**src/rtl/tomasulo_pkg.sv**
```systemverilog
// Shared definitions for the Tomasulo core.
// Holds the reorder-buffer geometry, the per-entry life-cycle state and the
// packed entry record used by tomasulo_rob.
package tomasulo_pkg;

    localparam int ROB_ENTRIES = 8;   // ROB depth, power of two
    localparam int ROB_TAG_W   = 3;   // log2(ROB_ENTRIES)
    localparam int REG_W       = 4;   // architectural register index width
    localparam int DATA_W      = 16;  // result data width

    // FREE: unallocated; BUSY: allocated, waiting for its CDB result;
    // DONE: result captured, waiting to retire in program order.
    typedef enum logic [1:0] {
        FREE = 2'd0,
        BUSY = 2'd1,
        DONE = 2'd2
    } rob_state_t;

    typedef struct packed {
        rob_state_t             state;
        logic [REG_W-1:0]       dest;
        logic [DATA_W-1:0]      value;
    } rob_entry_t;

endpackage

```
**src/rtl/tomasulo_rob_if.sv**
```systemverilog
// Issue / CDB / lookup / commit bus of the reorder buffer.
//   master : issue stage, CDB arbiter and register bank side
//   slave  : the reorder buffer itself
//
// Handshake: an allocation is accepted on a rising edge where
// alloc_valid && alloc_ready; alloc_tag is the tag granted by that edge.
// alloc_ready depends only on the ROB occupancy, never on alloc_valid.
// cdb_valid and commit_valid are single-cycle pulses with no back-pressure.
interface tomasulo_rob_if;
    import tomasulo_pkg::*;

    logic                     alloc_valid;
    logic [REG_W-1:0]         alloc_dest;
    logic                     alloc_ready;
    logic [ROB_TAG_W-1:0]     alloc_tag;

    logic                     cdb_valid;
    logic [ROB_TAG_W-1:0]     cdb_tag;
    logic [DATA_W-1:0]        cdb_data;

    logic [ROB_TAG_W-1:0]     rd_tag;
    logic                     rd_ready;
    logic [DATA_W-1:0]        rd_data;

    logic                     commit_valid;
    logic [REG_W-1:0]         commit_dest;
    logic [DATA_W-1:0]        commit_data;
    logic [ROB_TAG_W-1:0]     commit_tag;

    logic [ROB_TAG_W:0]       count;

    modport master (
        output alloc_valid, alloc_dest, cdb_valid, cdb_tag, cdb_data, rd_tag,
        input  alloc_ready, alloc_tag, rd_ready, rd_data,
        input  commit_valid, commit_dest, commit_data, commit_tag, count
    );

    modport slave (
        input  alloc_valid, alloc_dest, cdb_valid, cdb_tag, cdb_data, rd_tag,
        output alloc_ready, alloc_tag, rd_ready, rd_data,
        output commit_valid, commit_dest, commit_data, commit_tag, count
    );

endinterface

```
**src/rtl/tomasulo_rob.sv**
```systemverilog
// Eight-entry reorder buffer.
// Allocates entries in program order for the issue stage, captures results
// from the common data bus, forwards completed values back to issue and
// retires entries in order to the register bank.
// Ports:
//   clk1  - clock, all state changes on the rising edge
//   reset - synchronous active-high reset
//   flush - synchronous clear of every in-flight entry (same effect as reset)
//   bus   - tomasulo_rob_if.slave: alloc, CDB, lookup, commit and count
module tomasulo_rob
    import tomasulo_pkg::*;
(
    input  logic           clk1,
    input  logic           reset,
    input  logic           flush,
    tomasulo_rob_if.slave  bus
);

    localparam int                CNT_W    = ROB_TAG_W + 1;
    localparam logic [CNT_W-1:0]  FULL_CNT = CNT_W'(ROB_ENTRIES);

    rob_entry_t               entries [ROB_ENTRIES];
    logic [ROB_TAG_W-1:0]     head_p;
    logic [ROB_TAG_W-1:0]     tail_p;
    logic [CNT_W-1:0]         count_q;

    logic                     commit_valid_q;
    logic [REG_W-1:0]         commit_dest_q;
    logic [DATA_W-1:0]        commit_data_q;
    logic [ROB_TAG_W-1:0]     commit_tag_q;

    logic                     alloc_ready_c;
    logic                     alloc_fire;
    logic                     cdb_fire;
    logic                     commit_fire;
    logic                     rd_ready_c;
    logic [DATA_W-1:0]        rd_data_c;

    // Alloc targets a FREE tail entry, the CDB only writes BUSY entries and
    // commit only takes a DONE head, so the three never touch the same entry.
    // alloc_ready deliberately ignores a same-cycle commit.
    always_comb begin
        alloc_ready_c = (count_q != FULL_CNT);
        alloc_fire    = bus.alloc_valid && alloc_ready_c;
        cdb_fire      = bus.cdb_valid && (entries[bus.cdb_tag].state == BUSY);
        commit_fire   = (entries[head_p].state == DONE);
    end

    // Operand lookup; a BUSY entry whose result is on the CDB right now is
    // forwarded straight from the bus.
    always_comb begin
        rd_ready_c = 1'b0;
        rd_data_c  = '0;
        if (entries[bus.rd_tag].state == DONE) begin
            rd_ready_c = 1'b1;
            rd_data_c  = entries[bus.rd_tag].value;
        end else if (entries[bus.rd_tag].state == BUSY && bus.cdb_valid &&
                     bus.cdb_tag == bus.rd_tag) begin
            rd_ready_c = 1'b1;
            rd_data_c  = bus.cdb_data;
        end
    end

    always_ff @(posedge clk1) begin
        if (reset || flush) begin
            for (int i = 0; i < ROB_ENTRIES; i++) begin
                entries[i] <= '0;
            end
            head_p         <= '0;
            tail_p         <= '0;
            count_q        <= '0;
            commit_valid_q <= 1'b0;
            commit_dest_q  <= '0;
            commit_data_q  <= '0;
            commit_tag_q   <= '0;
        end else begin
            if (alloc_fire) begin
                entries[tail_p].state <= BUSY;
                entries[tail_p].dest  <= bus.alloc_dest;
                tail_p                <= tail_p + ROB_TAG_W'(1);
            end
            if (cdb_fire) begin
                entries[bus.cdb_tag].state <= DONE;
                entries[bus.cdb_tag].value <= bus.cdb_data;
            end
            commit_valid_q <= commit_fire;
            if (commit_fire) begin
                commit_dest_q         <= entries[head_p].dest;
                commit_data_q         <= entries[head_p].value;
                commit_tag_q          <= head_p;
                entries[head_p].state <= FREE;
                head_p                <= head_p + ROB_TAG_W'(1);
            end
            count_q <= count_q + CNT_W'(alloc_fire) - CNT_W'(commit_fire);
        end
    end

    assign bus.alloc_ready  = alloc_ready_c;
    assign bus.alloc_tag    = tail_p;
    assign bus.rd_ready     = rd_ready_c;
    assign bus.rd_data      = rd_data_c;
    assign bus.commit_valid = commit_valid_q;
    assign bus.commit_dest  = commit_dest_q;
    assign bus.commit_data  = commit_data_q;
    assign bus.commit_tag   = commit_tag_q;
    assign bus.count        = count_q;

endmodule

```
**src/flat_wrapper.sv**
```systemverilog
// flat-port wrapper written by rule: the top's interface ports become plain ports
module tomasulo_rob_flat import tomasulo_pkg::*;
  (clk1, reset, flush, bus_alloc_valid, bus_alloc_dest, bus_cdb_valid, bus_cdb_tag, bus_cdb_data, bus_rd_tag, bus_alloc_ready, bus_alloc_tag, bus_rd_ready, bus_rd_data, bus_commit_valid, bus_commit_dest, bus_commit_data, bus_commit_tag, bus_count);
  tomasulo_rob_if bus_i ();
  input  logic clk1;
  input  logic reset;
  input  logic flush;
  input wire logic [$bits(bus_i.alloc_valid)-1:0] bus_alloc_valid;
  input wire logic [$bits(bus_i.alloc_dest)-1:0] bus_alloc_dest;
  input wire logic [$bits(bus_i.cdb_valid)-1:0] bus_cdb_valid;
  input wire logic [$bits(bus_i.cdb_tag)-1:0] bus_cdb_tag;
  input wire logic [$bits(bus_i.cdb_data)-1:0] bus_cdb_data;
  input wire logic [$bits(bus_i.rd_tag)-1:0] bus_rd_tag;
  output wire logic [$bits(bus_i.alloc_ready)-1:0] bus_alloc_ready;
  output wire logic [$bits(bus_i.alloc_tag)-1:0] bus_alloc_tag;
  output wire logic [$bits(bus_i.rd_ready)-1:0] bus_rd_ready;
  output wire logic [$bits(bus_i.rd_data)-1:0] bus_rd_data;
  output wire logic [$bits(bus_i.commit_valid)-1:0] bus_commit_valid;
  output wire logic [$bits(bus_i.commit_dest)-1:0] bus_commit_dest;
  output wire logic [$bits(bus_i.commit_data)-1:0] bus_commit_data;
  output wire logic [$bits(bus_i.commit_tag)-1:0] bus_commit_tag;
  output wire logic [$bits(bus_i.count)-1:0] bus_count;
  assign bus_i.alloc_valid = bus_alloc_valid;
  assign bus_i.alloc_dest = bus_alloc_dest;
  assign bus_i.cdb_valid = bus_cdb_valid;
  assign bus_i.cdb_tag = bus_cdb_tag;
  assign bus_i.cdb_data = bus_cdb_data;
  assign bus_i.rd_tag = bus_rd_tag;
  assign bus_alloc_ready = bus_i.alloc_ready;
  assign bus_alloc_tag = bus_i.alloc_tag;
  assign bus_rd_ready = bus_i.rd_ready;
  assign bus_rd_data = bus_i.rd_data;
  assign bus_commit_valid = bus_i.commit_valid;
  assign bus_commit_dest = bus_i.commit_dest;
  assign bus_commit_data = bus_i.commit_data;
  assign bus_commit_tag = bus_i.commit_tag;
  assign bus_count = bus_i.count;
  tomasulo_rob u_core (.clk1(clk1), .reset(reset), .flush(flush), .bus(bus_i));
endmodule
```
**config.mk**
```make
export PLATFORM = sky130hd
export DESIGN_NAME = tomasulo_rob_flat
export DESIGN_NICKNAME = d
export VERILOG_FILES = /design/src/rtl/tomasulo_pkg.sv /design/src/rtl/tomasulo_rob_if.sv /design/src/rtl/tomasulo_rob.sv /design/src/flat_wrapper.sv
export SDC_FILE = /design/constraint.sdc
export NUM_CORES = 1
export LEC_CHECK = 0
export CELL_PAD_IN_SITES_DETAIL_PLACEMENT = 0
export CELL_PAD_IN_SITES_GLOBAL_PLACEMENT = 1
export CORE_AREA = 2 2 186 151
export DETAILED_ROUTE_END_ITERATION = 8
export DIE_AREA = 0 0 188 153
export DONT_BUFFER_PORTS = 1
export GPL_TIMING_DRIVEN = 0
export PLACE_DENSITY = 0.71
export SYNTH_ARGS = -nofsm -noshare
export SYNTH_HDL_FRONTEND = slang
export SYNTH_SLANG_ARGS = --single-unit
```
**constraint.sdc**
```tcl
create_clock -name clk1 -period 3.1 [get_ports clk1]
set_clock_uncertainty 0.2 [all_clocks]
set_input_delay 0.465 -clock clk1 [delete_from_list [all_inputs] [get_ports clk1]]
set_output_delay 0.465 -clock clk1 [all_outputs]
set_load 0.02 [all_outputs]
```
# --- Word-level counts from Yosys, hierarchy flattened ---
# Memory sizes are Yosys's and may differ from the RTL's. A register that Yosys moved wholly into a read port is not among the register bits.
# Cells that the tools add are included.
totals:
  ramBits: 176
  n_memories: 1
  output_inout_bits: 49
  register_bits: 34
memory_table:
  columns: ["name", "depth", "width", "rd", "rd_ports_with_merged_regs", "wr", "line", "text"]
  rows:
  - ["u_core.entries", 8, 22, 3, 1, 8, "tomasulo_rob.sv:22", "rob_entry_t entries [ROB_ENTRIES];"]
classes:
  n_reduce_logical: 8
  add_sub_neg: 4
  eq_ne: 6
  mux: 26
ops:
  columns: ["op", "count"]
  rows:
  - ["$mux 22", 3]
  - ["$reduce_or 22->1", 3]
  - ["$mux 16", 2]
  - ["$mux 3", 5]
  - ["$mux 1", 13]
  - ["$add 3x1->3 const B", 2]
  - ["$mux 2", 3]
  - ["$add 4x1->4", 1]
  - ["$eq 2x1->1 const B", 2]
  - ["$eq 2x2->1 const B", 2]
  - ["$logic_and 1x1->1", 4]
  - ["$ne 4x4->1 const B", 1]
  - ["$sub 4x1->4", 1]
  - ["$eq 3x3->1", 1]
  - ["$logic_or 1x1->1", 1]

# --- Depth between registers and ports, before layout ---
# Gate-level depths: netlist of run 1.
# An unclocked memory read counts as a cell.
logic_depth:
  word_depth: 8
  mapped_depth: 12

# --- Worst setup path before layout of run 1 ---
# OpenSTA, ideal clock, no wires.
synth_timing:
  kind: "input to register"
  startpoint: "input port flush"
  endpoint: "memory u_core.entries[0][0] (netlist name) (enable)"
  arrival_time_ns: 2.676
  path_buffers: 0
  setup_slack_ns: -0.193
  stages: 3
  cell_sequence: "or3b_4 or4_4 o31ai_1"
synth_lines:
  columns: ["item", "line", "text"]
  rows:
  - ["start, declared", "flat_wrapper.sv:7", "input logic flush;"]
  - ["end, declared", "tomasulo_rob.sv:22", null]

==> metrics.txt, run 1 <==
arrival time at the worst endpoint=between 2 and 2.5 ns; compound-gate portion of the synthesized area=0.0731; clock sink count=approximately 210; largest net degree at the start of global routing=18; post-layout minimum cycle time=a little over 3 ns; Root Driver=clkbuf_16; clk slew on worst S/H paths=roughly 0.07 ns; DR vias=around 8,000; CTS tree=yes; initial core utilization=0.413; DRT Wirelength=34,400 um; Final period util=0.973; Synth Area in Adders=0.00966; first-pass GRT wire length=a little over 50,000 um; status=finished clean; syn nets=between 900 and 1,000; post-synthesis cell area=approximately 0.011 mm2; worst vdd ir=between 0.3 and 0.4 mV; detailed placement HPWL=approximately 23,000 um; Max clock buf depth=3; FMAX=roughly 330 MHz; Hold Path End=u_core.entries[2][21]; GRT overflow=0; port buffer count=0; fin area=around 0.013 mm2; Fin Setup TNS=0 ns; FF-to-FF End=u_core.bus.count[2]; Placement Rows=54; Final WS setup=0.0846 ns; total of max-cap violations=0; DRT iter0 DRCs=789; Final Hold Violating Endpoints=0; main flop type after synthesis=edfxtp_1; number of CTS-inserted buffers=24; htree depth=1; Syn. warnings=0; Syn Area/Cell=12.2 um2; pwr dens=~510 mW/mm2; Nets=about 1,000; R2R cell count=11; hold_sp=bus_cdb_valid; Pwr Total=~6.5 mW; full die area=~0.029 mm2; library cells used by synthesis=a little under 60; Leakage Power=~4.7 nW; DR pass1 iterations=5; sequential area share after synthesis=0.526; Worst slew margin=0.314; Crit Path Class=reg -> out; final setup vio count=0; Final Max Tran Viols=0; Critical Path Start Type=flop; Post-Place Setup Slack=-0.493 ns; Die Wd=188 um; R2R setup slack=0.13 ns; Area Growth Syn to Fin=14.9%; antenna violations before repair=1; wire length per cell=between 20 and 30 um; Simple-Gate Fraction of Synth Area=0.181; RSZ-0062 raised after global routing=false; post-synth top area share=0.431; Post-synth EDFFs=160; flops & latches, synth=213; Hold Path Class=in -> reg; Post-Place Cell Area=between 0.01 and 0.015 mm2; Die Height=153 um; XOR/XNOR Fraction of Synth Area=0.00629; gr usage total=0.242; largest family of logic cells by synthesized area=simple AND/OR/NAND/NOR gates; GP Congestion=about 0.87; Worst-Margin Slew=1.02 ns; Worst Hold Depth=3; cell count after synthesis=just over 900; Skew-Pair Late Insertion Delay=between 0.5 and 0.6 ns; vias in the first global route=~7,800; peak fanout along the critical path=10; mux share of post-synthesis cell area=0.174; layout cells sized above 1=0.237; Synth async-reset ratio=0; WP data required=2.43 ns; Top-Level Pins=80; main area contributors after synthesis=edfxtp_1, dfxtp_1, and2_1; DRC violations left=0; Via density=roughly 5.8; core footprint=0.0270 mm2; Synth area leader=edfxtp_1; Crit. End Element=output pin; DRT antenna net count=0
## sequential cells by signal, indices dropped and copies added (netlist names), named ones only
name,count
u_core.bus.count,4
u_core.bus.commit_tag,3
u_core.bus.commit_data,16
u_core.bus.alloc_tag,3
u_core.head_p,3
u_core.entries,176
u_core.bus.commit_dest,4
u_core.bus.commit_valid,1
## synth_stat cells, types with 2 or more instances
| cell | count |
|---|---|
| and2_1 | 165 |
| buf_4 | 6 |
| xor2_1 | 2 |
| a21oi_1 | 10 |
| o21ai_1 | 3 |
| nor3_1 | 9 |
| buf_2 | 17 |
| nand4_1 | 2 |
| ha_1 | 7 |
| nor3_4 | 3 |
| o21ai_0 | 29 |
| a31oi_1 | 11 |
| buf_1 | 9 |
| mux2i_1 | 21 |
| o22ai_1 | 40 |
| nand3b_1 | 2 |
| mux4_2 | 35 |
| a211oi_1 | 4 |
| and3_1 | 5 |
| nand2_1 | 36 |
| nand3_1 | 29 |
| xnor2_1 | 6 |
| nor3_2 | 2 |
| o2bb2ai_1 | 16 |
| mux2_2 | 84 |
| or3_1 | 2 |
| dfxtp_1 | 53 |
| or2_2 | 4 |
| clkbuf_1 | 29 |
| or3b_4 | 2 |
| nand2b_1 | 25 |
| edfxtp_1 | 160 |
| nor2b_1 | 6 |
| inv_1 | 12 |
| nor2_1 | 43 |
| o31ai_1 | 2 |
| o311ai_0 | 2 |
## metrics by stage
stage,hold WS [ns],cells,util
global route,0.143,1348,0.475
detailed placement,0.291,1282,0.433
finish,0.134,1349,0.475
floorplan,0.248,915,-
CTS,0.112,1347,0.473
global placement,0.274,1279,0.430
## how the worst max path moves through the flow
stage                                  to                   from  cells past startpoint  slack (ns)
global route          u_core.bus.count[2]                   flop                     11       0.002
detailed placement  u_core.entries[1][10]                  flush                      4       -0.49
global placement    u_core.entries[6][10]         bus_cdb_tag[0]                      4       -1.67
floorplan            u_core.entries[6][0]         bus_cdb_tag[0]                      4        0.11
CTS                       bus_rd_data[12]  u_core.entries[6][20]                      5      0.0009
finish                    bus_rd_data[12]  u_core.entries[4][21]                      5        0.08
## cells by family (layout without fill, tap and decap cells)
family / after synthesis / in the layout
other: 0 / 1
multiplexers: 140 / 140
buffers and inverters: 74 / 143
flip-flops: 213 / 213
AO/OA/AOI/OAI: 126 / 126
adder cells (fa/ha/maj): 8 / 8
AND/OR/NAND/NOR: 346 / 346
XOR/XNOR: 8 / 8
## critical path, cell delays in order, from the launching register on
cell and delay [ns]:
dfxtp_1 0.47, mux2i_1 0.15, o31ai_2 0.32, a21oi_4 0.18, clkbuf_4 0.27, o2bb2ai_1 0.44
## routing by layer
layer,up-vias,share of wire,GRT usage
met5,-,0,0
met4,0,0.025,0.0686
met3,61,0.10,0.0643
met2,361,0.43,0.352
met1,3856,0.45,0.354
li1,3502,-,-
## placed cells by master (no fill, tap or decap), types with 14 or more instances in the layout
cell and instances:
mux2_2 84, mux4_2 35, and2_1 165, o22ai_1 40, clkbuf_16 26, nor2_1 42
dfxtp_1 50, clkbuf_1 29, o21ai_0 27, edfxtp_1 160, nand2_1 36, o2bb2ai_1 14
nand3_1 29, mux2i_1 20, dlygate4sd3_1 20, nand2b_1 19
## final cells by class
cell class	instances	area [um2]
clock inverter	11	104
multi-input combinational	628	5050
sequential	213	5870
tap	364	455
clock buffer	33	702
timing repair buffer	25	273
antenna	1	2.50
inverter	12	45.0
fill	2455	14100
buffer	62	305
## what timing repair did
action                                 in CTS  in global routing
setup endpoints to repair                  57                 64
resized for setup                          15                 15
endpoints found under the hold margin     160                  0
buffers inserted                            1                  1
hold buffers                               20                  0
pin swaps                                   1                  0
## where the power goes
group / internal [mW] / switching [mW]
Clock: 1.69 / 1.22
Combinational: 0.168 / 0.251
Sequential: 3.15 / 0.0518
Note: power is estimated with default switching activity, not from simulation.
==> inputs of run 2 (changes only) <==
Settings changed: CTS_CLUSTER_SIZE set to 24, PLACE_DENSITY 0.71 to not set, PLACE_DENSITY_LB_ADDON set to 0.1.
==> metrics.txt, run 2 (same netlist as run 1, synthesis figures left out) <==
status=finished clean; Worst slew margin=0.284 (-0.0294); met1 WL=16,600 um (+7.6%); metal2 WL=15,500 um (+5.4%); FMAX=337 MHz (+1.5%); Worst-Margin Slew=1.07 ns (+0.0486 ns); number of CTS-inserted buffers=24 (unchanged); first-pass GRT wire length=52,600 um (+2.7%); wire length per cell=26.4 um (+3.6%); CP max stage delay=0.43 ns (-0.04 ns); arrival time at the worst endpoint=2.31 ns (-0.04 ns); crit path cell chain=nand2b_1 > mux2i_1 > a22o_1 > a21oi_4 > buf_4 > o2bb2ai_2; filler instances=2,419 (-1.5%); most common cell after layout, fill and taps aside=and2_1; vias in the first global route=7,832 (+0.82%); RSZ-0062 raised after global routing=false; Final Hold Violating Endpoints=0 (unchanged); Met3 Wirelength=2950 um (-14%); Area Growth Syn to Fin=15.5%; layout cells sized above 1=0.240 (+0.00329); Final period util=0.958 (-0.0143); Die Height=153 um (unchanged); Critical Path Start Type=flop; Nets=1,004 (-0.10%); pwr dens=518 mW/mm2 (+1.6%); DRC violations left=0 (unchanged); Via density=5.61 (-2.8%); post-layout minimum cycle time=2.97 ns (-0.0444 ns); worst vdd ir=0.358 mV (-5.5%); Top-Level Pins=80 (unchanged); Root Driver=clkbuf_16; final setup vio count=0 (unchanged); Placement Rows=54 (unchanged); DRT iter0 DRCs=625 (-21%); Fin Hold WS=0.165 ns (+0.0306 ns); Crit Path Class=reg -> out; htree depth=1 (unchanged); DR pass1 iterations=5 (unchanged); Pwr Total=6.67 mW (+2.1%); DR vias=7,551 (-2.9%); Leakage Power=4.73 nW (+0.49%); most frequent cells in the layout=and2_1, edfxtp_1, mux2_2; Die Wd=188 um (unchanged); CTS tree=yes; Max clock buf depth=3 (unchanged); Top delay family on crit path=compound AO/OA/AOI/OAI gates; Largest register FFs=176 (unchanged); port buffer count=0 (unchanged); WP data required=2.43 ns (about the same); clock sink count=213 (unchanged); Fin Setup TNS=0 ns (unchanged); largest net degree at the start of global routing=18 (unchanged); core footprint=0.0270 mm2 (unchanged); Top Metal Used=met4; GP Congestion=0.818 (-5.6%); Biggest register=u_core.entries; peak fanout along the critical path=10 (unchanged); Crit. End Element=output pin; Finished Core Util=0.478 (+0.00251); initial core utilization=0.413 (unchanged); # diodes=0 (-1); total of max-cap violations=0 (unchanged); Critical path buffers and inverters=1 (unchanged); DRT antenna net count=0 (unchanged); clk slew on worst S/H paths=0.06 ns (about the same); Skew-Pair Late Insertion Delay=0.53 ns (about the same); DRT Wirelength=35,600 um (+3.4%); GRT overflow=0 (unchanged); Hold Path Class=in -> reg; gr usage total=0.250 (+0.00819); antenna violations before repair=2 (+1); detailed placement HPWL=24,000 um (+4.5%); full die area=0.0288 mm2 (unchanged); Final Max Tran Viols=0 (unchanged); Max stage delay cell, worst path=dfxtp_1
==> run 2: cell count changes in the layout (fill, tap and decap cells not counted), moves of 3 or more <==
cell       previous run  this run
o2bb2ai_1            14         6
o2bb2ai_2             2        10
bufinv_16             1         4
clkinv_2              4         7
==> run 2: metrics by stage <==
stage                     setup WS [ns]  area (um2)  std cells
after floorplan                   0.108       11100        915
after global placement            -1.82       11600       1279
after detailed placement         -0.522       11700       1281
after CTS                        0.0198       12800       1346
after global routing             0.0222       12900       1347
final                             0.129       12900       1347
==> run 2: final cells by class <==
class | instances | area, um2 | area share
Timing Repair Buffer | 24 | 270 | 0.0210
Sequential cell | 213 | 5870 | 0.456
Clock buffer | 32 | 673 | 0.0523
Buffer | 62 | 309 | 0.0240
Multi-Input combinational cell | 628 | 5090 | 0.395
Inverter | 12 | 45.0 | 0.00350
Tap cell | 364 | 455 | 0.0354
Clock inverter | 12 | 163 | 0.0126
==> run 2: power breakdown <==
group          internal (mW)  switching (mW)  leakage [nW]  total, mW
Sequential              3.15          0.0510          2.21       3.20
Clock                   1.86            1.19         0.415       3.04
Combinational          0.167           0.255          2.10      0.423
Total                   5.17            1.49          4.73       6.67
==> run 2: path summary, 6_finish.rpt <==
kind	start	to	slack, ns	depth (start not counted)
max	u_core.entries[0][20]	bus_rd_data[10]	0.13	6
min	bus_cdb_valid	u_core.entries[2][21]	0.16	3
min reg2reg	u_core.entries[7][20]	u_core.entries[7][20]	0.30	2
max reg2reg	u_core.entries[2][21]	u_core.bus.count[3]	0.15	12
==> run 2: worst reg2reg max path, delay by kind of cell, from the launching register on <==
| family | cells | cell delay [ns] |
|---|---|---|
| xor+xnor | 1 | 0.16 |
| simple gates | 2 | 0.16 |
| flops | 1 | 0.44 |
| compound gates | 2 | 0.35 |
| fa+ha+maj | 2 | 0.40 |
| buf+inv | 3 | 0.38 |
| mux | 2 | 0.73 |
==> run 2: routing by layer <==
metal	vias up	GRT usage
li1	3488	-
met5	-	0
met2	259	0.376
met3	36	0.0698
met1	3768	0.365
met4	0	0.0427
==> run 2: what timing repair did <==
action,4_1_cts,5_1_grt
pin swaps,1,0
resized for setup,21,16
setup buffers,1,1
setup endpoints to repair,86,39
hold endpoints to repair,160,0
hold buffers,20,0
